### config.mk
export PLATFORM = sky130hd
export DESIGN_NAME = fetch_stage
export DESIGN_NICKNAME = d
export VERILOG_FILES = /design/src/rtl/cpu_pkg.sv /design/src/rtl/fetch_skid_buf.sv /design/src/rtl/fetch_stage.sv
export SDC_FILE = /design/constraint.sdc
export NUM_CORES = 1
export LEC_CHECK = 0
export ABC_AREA = 1
export CELL_PAD_IN_SITES_DETAIL_PLACEMENT = 1
export CELL_PAD_IN_SITES_GLOBAL_PLACEMENT = 1
export CORE_ASPECT_RATIO = 0.75
export CORE_MARGIN = 2
export CORE_UTILIZATION = 30
export CTS_BUF_LIST = sky130_fd_sc_hd__clkbuf_8
export CTS_CLUSTER_DIAMETER = 40
export DETAILED_ROUTE_END_ITERATION = 8
export PLACE_DENSITY_LB_ADDON = 0.1
export REMOVE_ABC_BUFFERS = 1
export SYNTH_ARGS = -nofsm -noshare
export SYNTH_HDL_FRONTEND = slang
export SYNTH_SLANG_ARGS = --single-unit
### constraint.sdc
create_clock -name clk -period 1.9 [get_ports clk]
set_clock_uncertainty 0.2 [all_clocks]
set_input_delay 0.19 -clock clk [delete_from_list [all_inputs] [get_ports clk]]
set_output_delay 0.19 -clock clk [all_outputs]
set_load 0.005 [all_outputs]
### src/rtl/cpu_pkg.sv
// Shared types and constants for the 32-bit pipeline front end.
package cpu_pkg;

  localparam int unsigned XLEN = 32;

  localparam logic [XLEN-1:0] RESET_PC_DEF = 32'h0000_0000;
  localparam logic [XLEN-1:0] NOP_INST_DEF = 32'h0000_0000;
  localparam logic [XLEN-1:0] PC_STEP      = 32'd4;

  typedef enum logic [1:0] {
    IDLE      = 2'd0,
    WAIT      = 2'd1,
    WAIT_KILL = 2'd2
  } fetch_state_t;

  // One fetched instruction tagged with its byte address.
  typedef struct packed {
    logic [XLEN-1:0] inst;
    logic [XLEN-1:0] pc;
  } fetch_entry_t;

endpackage

### src/rtl/fetch_skid_buf.sv
// IF/ID output register plus a one-entry skid buffer with load/drain/flush.
module fetch_skid_buf
  import cpu_pkg::*;
#(
  parameter logic [XLEN-1:0] NOP_INST = NOP_INST_DEF
) (
  input  logic         clk,
  input  logic         rst_n,
  input  logic         flush_i,
  input  logic         stall_i,
  input  logic         load_i,
  input  fetch_entry_t load_data_i,
  output logic         out_valid_o,
  output fetch_entry_t out_data_o,
  output logic         skid_valid_next_c
);

  logic         out_valid_q, out_valid_d;
  fetch_entry_t out_data_q, out_data_d;
  logic         skid_valid_q, skid_valid_d;
  fetch_entry_t skid_data_q, skid_data_d;

  // Next occupancy: flush wins, then drain/consume, then a plain load.
  always_comb begin
    out_valid_d  = out_valid_q;
    out_data_d   = out_data_q;
    skid_valid_d = skid_valid_q;
    skid_data_d  = skid_data_q;
    if (flush_i) begin
      out_valid_d  = 1'b0;
      skid_valid_d = 1'b0;
    end else if (out_valid_q && !stall_i) begin
      if (skid_valid_q) begin
        out_data_d   = skid_data_q;
        skid_valid_d = load_i;
        if (load_i) begin
          skid_data_d = load_data_i;
        end
      end else if (load_i) begin
        out_data_d = load_data_i;
      end else begin
        out_valid_d = 1'b0;
      end
    end else if (load_i) begin
      if (!out_valid_q) begin
        out_valid_d = 1'b1;
        out_data_d  = load_data_i;
      end else begin
        skid_valid_d = 1'b1;
        skid_data_d  = load_data_i;
      end
    end
    // Invalid slot presents a bubble; the pc of the last load is kept.
    if (!out_valid_d) begin
      out_data_d.inst = NOP_INST;
    end
  end

  // Buffer registers.
  always_ff @(posedge clk or negedge rst_n) begin
    if (!rst_n) begin
      out_valid_q  <= 1'b0;
      out_data_q   <= '{inst: NOP_INST, pc: '0};
      skid_valid_q <= 1'b0;
      skid_data_q  <= '0;
    end else begin
      out_valid_q  <= out_valid_d;
      out_data_q   <= out_data_d;
      skid_valid_q <= skid_valid_d;
      skid_data_q  <= skid_data_d;
    end
  end

  assign out_valid_o       = out_valid_q;
  assign out_data_o        = out_data_q;
  assign skid_valid_next_c = skid_valid_d;

endmodule

### src/rtl/fetch_stage.sv
// Instruction fetch: PC, single-outstanding imem requests, redirect handling.
module fetch_stage
  import cpu_pkg::*;
#(
  parameter logic [XLEN-1:0] RESET_PC = RESET_PC_DEF,
  parameter logic [XLEN-1:0] NOP_INST = NOP_INST_DEF
) (
  input  logic            clk,
  input  logic            rst_n,
  output logic            imem_req,
  output logic [XLEN-1:0] imem_addr,
  input  logic            imem_rvalid,
  input  logic [XLEN-1:0] imem_rdata,
  input  logic            stall_i,
  input  logic            br_taken,
  input  logic [XLEN-1:0] br_pc,
  output logic [XLEN-1:0] inst_o,
  output logic [XLEN-1:0] pc_o,
  output logic            valid_o
);

  fetch_state_t    state_q, state_d;
  logic [XLEN-1:0] fetch_pc_q, fetch_pc_d;
  logic [XLEN-1:0] req_pc_q, req_pc_d;
  logic            rsp_c;
  logic            issue_c;
  logic            skid_valid_next_c;
  logic            out_valid;
  fetch_entry_t    out_data;
  fetch_entry_t    rsp_data;

  // Only a response to a live request is loaded; kill-state and idle returns are dropped.
  assign rsp_c    = (state_q == WAIT) && imem_rvalid && !br_taken;
  assign rsp_data = '{inst: imem_rdata, pc: req_pc_q};

  // A new request needs the port free, no redirect, and room in the buffers after this edge.
  assign issue_c = !br_taken && !skid_valid_next_c &&
                   ((state_q == IDLE) || ((state_q == WAIT) && imem_rvalid));

  // State register.
  always_ff @(posedge clk or negedge rst_n) begin
    if (!rst_n) begin
      state_q <= IDLE;
    end else begin
      state_q <= state_d;
    end
  end

  // Next-state logic.
  always_comb begin
    state_d = state_q;
    case (state_q)
      IDLE: begin
        if (issue_c) begin
          state_d = WAIT;
        end
      end
      WAIT: begin
        if (imem_rvalid) begin
          state_d = issue_c ? WAIT : IDLE;
        end else if (br_taken) begin
          state_d = WAIT_KILL;
        end
      end
      WAIT_KILL: begin
        if (imem_rvalid) begin
          state_d = IDLE;
        end
      end
      default: state_d = IDLE;
    endcase
  end

  // PC update and request tagging; redirect overrides any issue.
  always_comb begin
    fetch_pc_d = fetch_pc_q;
    req_pc_d   = req_pc_q;
    if (br_taken) begin
      fetch_pc_d = br_pc;
    end else if (issue_c) begin
      fetch_pc_d = fetch_pc_q + PC_STEP;
      req_pc_d   = fetch_pc_q;
    end
  end

  // PC registers.
  always_ff @(posedge clk or negedge rst_n) begin
    if (!rst_n) begin
      fetch_pc_q <= RESET_PC;
      req_pc_q   <= '0;
    end else begin
      fetch_pc_q <= fetch_pc_d;
      req_pc_q   <= req_pc_d;
    end
  end

  // Request strobe is held low for the whole reset window.
  assign imem_req  = issue_c && rst_n;
  assign imem_addr = fetch_pc_q;

  fetch_skid_buf #(
    .NOP_INST (NOP_INST)
  ) u_skid (
    .clk               (clk),
    .rst_n             (rst_n),
    .flush_i           (br_taken),
    .stall_i           (stall_i),
    .load_i            (rsp_c),
    .load_data_i       (rsp_data),
    .out_valid_o       (out_valid),
    .out_data_o        (out_data),
    .skid_valid_next_c (skid_valid_next_c)
  );

  assign valid_o = out_valid;
  assign inst_o  = out_data.inst;
  assign pc_o    = out_data.pc;

endmodule

==> impl_results.md <==
* Status: complete, but fails checks
* Failing checks: setup timing
* Num rows at 55
* MaxCap Viol Count at 0
* Layout cell share with drive strength beyond 1 at 0.1502
* Worst vdd ir at approximately 0.46 mV
* Crit share post-route at 1.053
* # clock sinks at ~200
* Ys async rst share at 1.000
* Die footprint at 31,970 um^2
* Routed len/inst at approximately 18 um
* Critical Path RT at 1.51 ns
* CTS tree: built
* Area of the multi-input gates at 3857 um^2
* Vias in the first global route at 8,785
* Die W at 205.8 um
* Simple-Gate Fraction of Synth Area at 0.2316
* Crit start category: register
* Adder-cell area share of the yosys netlist at 0.001366
* Most crowded layer after global routing: met2
* PortBufs at 166
* Multiplexer share of the synthesized area at 0
* Drt via density at 4.734
* Post-synthesis xor/xnor area fraction at 0.008604
* H-tree Lvls at 4
* Slew margin rel. at 0.5084
* Min cycle time layout at 2.001 ns
* Total core area at 30,140 um^2
* Antenna violations before repair at 0
* Critical path data arrival time at between 1.5 and 2 ns
* Die height at between 150 and 200 um
* ANT nets after route at 0
* Routed via count at 8,664
* First drt pass iteration count at 5
* Placed cell area at 11,740 um^2
* Gr ovfl total at 0
* Fin. max-slew vios at 0
* Least-Margin Pin Slew at around 0.74 ns
* Crit path from: state_q[1]$_DFFE_PN0P_
* Nets at 1,488
* Setup ws final at -0.1007 ns
* Top cell type's share of synthesized area at 0.5354
* Crit. End Element: primary output
* Hold Path Origin: br_taken
* WL final at 32,060 um
* Clock slew at reported path FFs at 0.12 ns
* Root Driver: clkbuf_8
* Final Wtd Congestion at around 0.8
* Area grow syn2layout at 41.37%
* Worst hold path class: in -> reg
* Critical path class: reg -> out
* Area contributors post-synth: dfrtp_1 (54%), nand2_1 (10%), a21oi_1 (8.4%), nor2_1 (8.1%), o21ai_0 (4.6%)
* Cell Area, Synth at 9161 um^2
* GRT Overall Usage at 0.1914
* Seq/Total Area, Yosys at 0.5354
* Yosys top cell by area: dfrtp_1
* DRC Markers at 0
* Met1 Usage GRT at 0.2640
* Seq cells post-synth at 196
* Reg area at 4917 um^2
* Synth Flop Type: dfrtp_1
* Critical path peak fanout at 4
* Num CTS Buffers at 17
* Leak at 0.006240 uW
* Largest family of logic cells by synthesized area: simple AND/OR/NAND/NOR gates
* Mapped Cells at 1,182
* Syn. warnings at 0
* Final Hold Viols at 0
* RSZ-0062 raised after global routing: true
* Largest net degree at the start of global routing at a little under 100
* M3 GR Usage at 0.03477
* Mean Syn Cell Area at 7.751 um^2
* Hpwl dp at ~20,000 um
* Design Area, Final at 12,950 um^2
* Detailed Route Iter0 Violations at ~320
* Setup violators final at 14
* Initial Util at 0.3039
* ANT cells at 0
* Global-route wire length before repair at 48,090 um
* Clock Path Buffers at 2
* RR Startpoint: state_q[1]$_DFFE_PN0P_
* Synth Area in Compound Gates at 0.1489
* Distinct cells, synth at 20
* Pwr per Cell Area at between 900 and 1000 nW/um^2
* Post-synth top cells: nand2_1 (253), nor2_1 (198), dfrtp_1 (196), a21oi_1 (153), inv_1 (103)
* Final core occ at 0.4297
* Pre-CTS WS at -0.2628 ns
* Top Ports at roughly 170
* Fill count at 3,641
* Most numerous cell in the Yosys netlist: nand2_1
* F_max at 499.8 MHz
* Grt met2 use at 0.3159
* Clock Latency Late Sink at 0.49 ns
* Post-synth EDFFs at 0
repair_timing:
item	CTS	global route
endpoints found under the hold margin	196	0
gates cloned	0	8
gates resized for setup	40	109
hold buffers	2	0
buffers inserted	27	12
pin swaps	1	4
endpoints found under the setup margin	63	170
critical path, cell delays in order (launching register included):
cell and delay (ns):
dfrtp_1 0.42, inv_1 0.07, nand4_1 0.13, nand2_1 0.09, nand2_2 0.11, nand3_4 0.09, nor2_4 0.10, buf_2 0.11
flip-flops by register name, indices dropped and copies added (netlist names):
register	cells
u_skid.out_data_o	64
u_skid.skid_valid_q	1
state_q	2
u_skid.out_valid_o	1
req_pc_q	32
imem_addr	32
u_skid.skid_data_q	64
final timing paths:
path,to,slack [ns],cells past startpoint
max,imem_req,-0.10,7
min,imem_addr[9]$_DFFE_PN0P_,0.05,5
max reg2reg,u_skid.out_data_o[31]$_DFFE_PN0P_,-0.04,10
min reg2reg,u_skid.skid_data_q[9]$_DFFE_PN0P_,0.30,2
max in group asynchronous,u_skid.out_valid_o$_DFF_PN0_,0.55,3
min in group asynchronous,u_skid.skid_data_q[41]$_DFFE_PN0P_,0.16,3
layout make-up:
cell class / count / area share
flip-flops and latches: 196 / 0.3797
multi-input cells: 815 / 0.2978
repair buffers: 283 / 0.2245
well taps: 399 / 0.03855
inverters: 105 / 0.03043
clock buffers: 18 / 0.01913
clock inverters: 14 / 0.009854
per-layer routing:
metal | share of wire | vias up
met5 | 0 | -
met4 | 0.0071 | 0
met3 | 0.045 | 13
met2 | 0.47 | 132
met1 | 0.48 | 4272
li1 | - | 4247
per-stage QoR:
stage                     setup TNS [ns]  total power, uW  std cells  hold slack [ns]
after CTS                        -0.7195            11610       1811          0.01575
after global placement            -15.85             8585       1751          -0.1579
after floorplan                  -351.40             6750       1116          -0.3056
after detailed placement          -24.10             8670       1751          -0.1625
final                            -0.4319            11790       1830          0.04514
after global routing              -5.501            12590       1830          0.04053
placed cells by master (no fill, tap or decap), drive strengths merged:
master,n
nand2,255
nor2,199
dfrtp,196
a21oi,153
clkdlybuf4s50,134
o21ai,118
inv,113
buf,112
nand3,75
clkbuf,24
dlygate4sd2,17
dlymetal6s2s,12
xor2,8
nand4,4
clkinv,4
dlygate4sd3,2
o21bai,1
xnor2,1
ha,1
clkinvlp,1
bufinv,1
power by group:
part           internal, uW  switching [uW]  total, uW
registers              4980             521       5500
logic                  1820            1700       3510
clock network          1090            1680       2770
total                  7890            3900      11800
cells by family after synthesis:
kind of cell    Yosys count
simple gates            533
compound gates          272
flops                   196
buf+inv                 171
xor+xnor                  9
fa+ha+maj                 1
No activity file was read; power rests on OpenSTA's default activity.
